===== src/rtl/alu_pkg.sv =====
// Shared ALU constants, partial-product types and the shifted partial-product
// reduction used by the multiplier.
package alu_pkg;
   localparam int ALU_WIDTH   = 32;
   localparam int MUL_LATENCY = 2;
   localparam int PP_SLICE    = 8;
   localparam int NUM_PP      = ALU_WIDTH / PP_SLICE;
   localparam int PP_WIDTH    = ALU_WIDTH + PP_SLICE;

   typedef logic [PP_WIDTH-1:0]              pp_t;
   typedef logic [NUM_PP-1:0][PP_WIDTH-1:0]  pp_vec_t;
   typedef logic [2*ALU_WIDTH-1:0]           full_t;

   // Row k carries weight 2^(8k); each row is zero-extended to the full product width.
   function automatic full_t pp_sum(input pp_vec_t pp);
      full_t acc;
      acc = '0;
      for (int k = 0; k < NUM_PP; k++) begin
         acc = acc + ({{(2*ALU_WIDTH-PP_WIDTH){1'b0}}, pp[k]} << (PP_SLICE * k));
      end
      return acc;
   endfunction
endpackage


===== src/rtl/multiplier_if.sv =====
// Operand/result bundle between the ALU issue logic and the multiplier.
interface multiplier_if;
   import alu_pkg::*;

   logic                 in_valid;
   logic [ALU_WIDTH-1:0] r2;
   logic [ALU_WIDTH-1:0] r3;
   logic [ALU_WIDTH-1:0] r1;
   logic                 ovf;
   logic                 out_valid;

   modport master (output in_valid, r2, r3, input  r1, ovf, out_valid);
   modport slave  (input  in_valid, r2, r3, output r1, ovf, out_valid);
endinterface


===== src/rtl/mul_pp_row.sv =====
// Combinational WIDTH x 8 partial-product row.
module mul_pp_row
   import alu_pkg::*;
#(
   parameter int WIDTH = ALU_WIDTH
) (
   input  logic [WIDTH-1:0]          a,
   input  logic [PP_SLICE-1:0]       b,
   output logic [WIDTH+PP_SLICE-1:0] p
);
   assign p = {{PP_SLICE{1'b0}}, a} * {{WIDTH{1'b0}}, b};
endmodule


===== src/rtl/multiplier.sv =====
// Two-stage pipelined unsigned 32x32 multiplier: byte-sliced partial products,
// then shifted accumulation with low-word result and overflow flag.
module multiplier
   import alu_pkg::*;
(
   input  logic         clk,
   input  logic         rst,
   multiplier_if.slave  bus
);
   pp_vec_t pp_row;
   pp_vec_t pp;
   logic    v1;
   full_t   full;

   for (genvar k = 0; k < NUM_PP; k++) begin : g_row
      mul_pp_row #(.WIDTH(ALU_WIDTH)) u_row (
         .a (bus.r2),
         .b (bus.r3[PP_SLICE*k +: PP_SLICE]),
         .p (pp_row[k])
      );
   end

   // Stage 1: capture partial products only for valid pairs.
   always_ff @(posedge clk or posedge rst) begin
      if (rst) begin
         pp <= '0;
         v1 <= 1'b0;
      end else begin
         v1 <= bus.in_valid;
         if (bus.in_valid) begin
            pp <= pp_row;
         end
      end
   end

   // Shifted four-row adder between the pipeline stages.
   always_comb begin
      full = pp_sum(pp);
   end

   // Stage 2: results update only when a valid pair arrives; otherwise hold.
   always_ff @(posedge clk or posedge rst) begin
      if (rst) begin
         bus.r1        <= '0;
         bus.ovf       <= 1'b0;
         bus.out_valid <= 1'b0;
      end else begin
         bus.out_valid <= v1;
         if (v1) begin
            bus.r1  <= full[ALU_WIDTH-1:0];
            bus.ovf <= |full[2*ALU_WIDTH-1:ALU_WIDTH];
         end
      end
   end
endmodule


===== src/flat_wrapper.sv =====
// flat-port wrapper written by rule: the top's interface ports become plain ports
module multiplier_flat import alu_pkg::*;
  (clk, rst, bus_in_valid, bus_r2, bus_r3, bus_r1, bus_ovf, bus_out_valid);
  multiplier_if bus_i ();
  input  logic clk;
  input  logic rst;
  input wire logic [$bits(bus_i.in_valid)-1:0] bus_in_valid;
  input wire logic [$bits(bus_i.r2)-1:0] bus_r2;
  input wire logic [$bits(bus_i.r3)-1:0] bus_r3;
  output wire logic [$bits(bus_i.r1)-1:0] bus_r1;
  output wire logic [$bits(bus_i.ovf)-1:0] bus_ovf;
  output wire logic [$bits(bus_i.out_valid)-1:0] bus_out_valid;
  assign bus_i.in_valid = bus_in_valid;
  assign bus_i.r2 = bus_r2;
  assign bus_i.r3 = bus_r3;
  assign bus_r1 = bus_i.r1;
  assign bus_ovf = bus_i.ovf;
  assign bus_out_valid = bus_i.out_valid;
  multiplier u_core (.clk(clk), .rst(rst), .bus(bus_i));
endmodule

===== config.mk =====
export PLATFORM = sky130hd
export DESIGN_NAME = multiplier_flat
export DESIGN_NICKNAME = d
export VERILOG_FILES = /design/src/rtl/alu_pkg.sv /design/src/rtl/multiplier_if.sv /design/src/rtl/mul_pp_row.sv /design/src/rtl/multiplier.sv /design/src/flat_wrapper.sv
export SDC_FILE = /design/constraint.sdc
export NUM_CORES = 2
export LEC_CHECK = 0
export BUFFER_PORTS_ARGS = -buffer_cell sky130_fd_sc_hd__buf_4
export CORE_UTILIZATION = 70
export CTS_CLUSTER_DIAMETER = 100
export DETAILED_ROUTE_END_ITERATION = 8
export HOLD_SLACK_MARGIN = 0.06
export PLACE_DENSITY = 0.94
export SLEW_MARGIN = 20
export SYNTH_ARGS = -nofsm -noshare
export SYNTH_HDL_FRONTEND = slang
export SYNTH_SLANG_ARGS = --single-unit

===== constraint.sdc =====
create_clock -name clk -period 19.83 [get_ports clk]
set_input_delay 5.949 -clock clk [delete_from_list [all_inputs] [get_ports clk]]
set_output_delay 5.949 -clock clk [all_outputs]
set_load 0.03 [all_outputs]

# Yosys cells after proc, flatten, opt, wreduce, memory -nomap -nowiden
# Cells that the tools add are included.
[totals]
ff_bits = 195
input_bits = 67
output_inout_bits = 34
[classes]
reduce_logical = 1
add_sub_neg = 3
mul = 4
[op_table]
columns = ["operator", "count"]
rows = [
  ["multiplier 32 x 8 -> 40 bit", 4],
  ["adder 64 x 56 -> 64 bit", 1],
  ["adder 64 bit", 1],
  ["adder 40 x 48 -> 49 bit", 1],
  ["OR reduction 32 bit", 1],
]

# Depth between registers and ports, before layout
[logic_depth]
ltp_word = 4
ltp_mapped = 29
depth_no_buf = 28

# By module
# A second synthesis with hierarchy kept.
[hier_totals]
hier_cells = 5034
area_unflattened_um2 = 45026.9
[modules_own_cells]
columns = ["mod", "cells_each", "area_per_inst_um2", "n_inst"]
rows = [
  ["multiplier", 1210, 12259.3, 1],
  ["mul_pp_row (u_core.g_row[1].u_row)", 987, 8394.3, 1],
  ["mul_pp_row (u_core.g_row[0].u_row)", 958, 8211.6, 1],
  ["mul_pp_row (u_core.g_row[3].u_row)", 945, 8094.0, 1],
  ["mul_pp_row (u_core.g_row[2].u_row)", 934, 8067.7, 1],
]

# Worst setup path before layout
# OpenSTA, ideal clock, no wires.
[synth_path]
path_kind = "input port to flip-flop"
from = "input port bus_r2[5]"
to = "register u_core.pp[119] in the netlist's numbering"
required_time_ps = 19706
setup_ps = 124
path_buffers = 1
t_arrival_ps = 10831
path_slack_ps = 8875
stages = 21
path_cell_list = "clkbuf_1 -> nand2_1 -> fa_1 -> fa_1 -> inv_1 -> fa_1 -> inv_1 -> fa_1 -> inv_1 -> ha_1 -> o21a_1 -> o31a_1 -> o311ai_1 -> a21bo_2 -> a221oi_2 -> a211oi_1 -> nor2_1 -> a21oi_1 -> a2111oi_0 -> nor3_1 -> o31a_1"
[synth_via]
elab_chain_cells = 1
[synth_rtl]
columns = ["item", "line", "source"]
rows = [
  ["start, declared", "flat_wrapper.sv:8", "input wire logic [$bits(bus_i.r2)-1:0] bus_r2;"],
  ["multiplier 32 x 8 -> 40 bit", "mul_pp_row.sv:11", "assign p = {{PP_SLICE{1'b0}}, a} * {{WIDTH{1'b0}}, b};"],
  ["end signal, assigned", "multiplier.sv:31", "pp <= pp_row;"],
  ["end, declared", "multiplier.sv:11", "pp_vec_t pp;"],
]
# Every way passes these cells.
# A chain may end at the register's enable or synchronous reset.

# Worst setup path after layout
[layout_path]
from = "input port bus_r2[5]"
to = "register u_core.pp[39] in the netlist's numbering"
# The elaborated chain is that of the path after synthesis.

==> impl_metrics.py <==
metrics = {
    "timing": {
        "setup_viol": 0,
        "maxSlewViolCount": 0,
        "min_period_ps": 11470,
        "slew_headroom_pct": 29.85,
        "hold_viol": 0,
        "rsz0062_at_grt": "no",
        "fin_skew_ps": 16.82,
        "worst_pin_slew_ps": 1026,
        "fin_crit_sh_pct": 57.86,
        "max_freq_mhz": 87.16,
        "finalSetupTns_ps": 0,
    },
    "clocking": {
        "clock_latency_ps": 510,
        "cts_root_buf": "clkbuf_16",
        "cts_hold_buf": 0,
        "cts_tree": "yes",
        "cts.clk_slew.worst_paths_ps": 90,
        "numCtsBuffers": 17,
        "clkSinkCount": 195,
        "cts_max_level": 4,
        "cts_resized": 0,
        "post_cts_buffers": 0,
        "cts.path.max_buffers": 2,
    },
    "grt": {
        "grt_pass1_wl_um": 185700,
        "grt_antenna_before_repair": 2,
        "grt_overflow": 0,
        "grt_start_max_net_pins": 129,
        "gr-usage-all-layers_pct": 38.73,
        "grt_pass1_vias": 37140,
    },
    "final_layout": {
        "drive_above_1_share_pct": 5.938,
        "regArea_sq_um": 4880,
        "antennaDiodeCount": 0,
        "multiInputGateArea_sq_um": 33810,
        "fillers": 3915,
        "nNetsFinal": 5777,
        "area_growth_pct": 3.515,
    },
    "detailed_routing": {
        "drt_wl_total_um": 113900,
        "avgRoutedWirePerCell_um": 21.02,
        "dr.pass1.iters": 8,
        "vias": 34540,
        "via_per_inst": 6.372,
        "postRouteAntennaNets": 0,
        "drc_errors": 8,
        "drtIter0Drc": 3077,
    },
    "status": {
        "outcome": "finished, violations left",
        "violations": "DRC",
    },
    "min_path": {
        "min_path_type": "reg2reg",
    },
    "setup_path": {
        "critical_path.max_fanout": 32,
        "worstSetupEndpointType": "flip-flop",
        "crit_required_ps": 20230,
        "start_kind": "input pin",
        "crit_type": "in2reg",
        "arrival_ps": 11870,
    },
    "yosys": {
        "avgSynthCellArea_sq_um": 8.900,
        "synth_most_common_cell": "nand2_1",
        "async_flop_share_pct": 100.0,
        "ys_warn_count": 0,
        "synth.distinct_cells": 81,
        "netlist.area_leader.share_pct": 35.36,
        "ys_top_cells_by_area": "fa_1, dfrtp_1, ha_1",
        "synth_seq_cells": 195,
        "synth_edf_count": 0,
        "ys_seq_area_share_pct": 11.54,
        "synth_area_leader_cell": "fa_1",
        "ys.flop_type": "dfrtp_1",
        "syn_inst": 4752,
        "synth.top_cells.by_count": "nand2_1, fa_1, inv_1",
        "syn_area_sq_um": 42290,
        "syn_nets": 5893,
    },
    "floorplanning": {
        "fp.dieW_um": 247.8,
        "core_sq_um": 59350,
        "io_pins": 101,
        "dieArea_sq_um": 61400,
        "die_h_um": 247.8,
        "start_util_pct": 71.26,
        "rows": 89,
    },
    "placement": {
        "dp_hpwl_um": 85540,
        "io_buffers": 100,
        "gp_congestion": 0.9800,
    },
    "run": {
        "maxCapViolations": 0,
    },
}
==> final cells by class <==
cell class              instances  share of cell area [%]
repair buffers                107                   1.843
clock inverters                14                  0.4344
multi-input cells            3598                   77.23
well taps                     773                   2.209
flip-flops and latches        195                   11.15
inverters                     717                   6.165
clock buffers                  17                  0.9717
==> cells in the final DEF, fill, tap and decap left out, types with 12 or more instances in the layout <==
cell type and n:
buf_4 106, ha_1 327, nor2b_1 28, o211ai_1 19
dfrtp_1 195, mux2_2 100, xor2_1 55, o21ai_1 12
a211oi_1 19, o21bai_1 26, nor3_1 38, xnor2_1 119
o21ai_0 128, a21o_1 92, nor2_1 129, mux2i_1 17
nand3_1 37, a21oi_1 189, nand2b_1 26, nand4_1 26
o21a_1 32, and3_1 20, o31ai_1 25, fa_1 747
and2_1 433, clkbuf_16 17, nand2_1 752, a31oi_1 34
or3_1 12, inv_1 715
==> routing by layer <==
| layer | routed length [um] | part of all wire (%) | global-route usage [%] | vias to the layer above |
|---|---|---|---|---|
| li1 | - | - | - | 14780 |
| met1 | 41400 | 36 | 48.16 | 17010 |
| met2 | 53880 | 47 | 63.63 | 2215 |
| met3 | 13390 | 12 | 9.126 | 534 |
| met4 | 5233 | 4.6 | 18.95 | 4 |
| met5 | 25 | 0.022 | 0 | - |
==> critical path, cell delays in order <==
cell      delay [ps]
buf_4            360
nand2_1          160
fa_1             560
fa_1             560
inv_1             50
fa_1             470
inv_1             50
fa_1             470
inv_1             40
ha_1             340
o21a_1           160
o31a_1           230
o311ai_1         180
a21boi_1         410
a311oi_1         160
nor2_1           440
a41o_1           350
a21oi_1          140
a211o_1          310
o21a_1           210
a31o_2           220
==> through the flow <==
stage	hold slack (ps)	cells	setup slack, ps	area [sq um]	util, %
floorplan	351.9	4752	8569	42290	-
global placement	460.2	5390	8174	43160	72.72
detailed placement	474.2	5390	8082	43160	72.72
CTS	493.3	5421	8539	43780	73.76
global route	512.8	5421	8144	43780	73.76
finish	488.5	5421	8357	43780	73.76
==> state kept, by name, indices dropped and copies added, names as in the netlist <==
signal,cells
u_core.v1,1
u_core.pp,160
u_core.bus.ovf,1
u_core.bus.r1,32
u_core.bus.out_valid,1
==> worst paths after layout <==
path	cells after the start	slack, ps	end	start
setup / recovery	21	8360	u_core.pp[39]$_DFFE_PP0P_	bus_r2[5]
hold / removal	1	490	u_core.pp[7]$_DFFE_PP0P_	u_core.pp[7]$_DFFE_PP0P_
setup reg to reg	26	11810	u_core.bus.ovf$_DFFE_PP0P_	u_core.pp[10]$_DFFE_PP0P_
hold reg to reg	1	490	u_core.pp[7]$_DFFE_PP0P_	u_core.pp[7]$_DFFE_PP0P_
max in group asynchronous	3	12680	u_core.pp[25]$_DFFE_PP0P_	rst
min in group asynchronous	2	5620	u_core.bus.out_valid$_DFF_PP0_	rst
==> kinds of logic (layout without fill, tap and decap cells) <==
group	count (synthesis)	count (layout)	synth area share, %
xor+xnor	174	174	3.603
fa+ha+maj	1074	1074	45.03
simple gates	1538	1538	17.43
buf+inv	959	855	8.517
compound gates	695	695	10.82
flops	195	195	11.54
mux	117	117	3.065
Power is left out: the tool's default activity adds up to more than one toggle a clock period on the data nets, which glitch-free logic cannot reach.
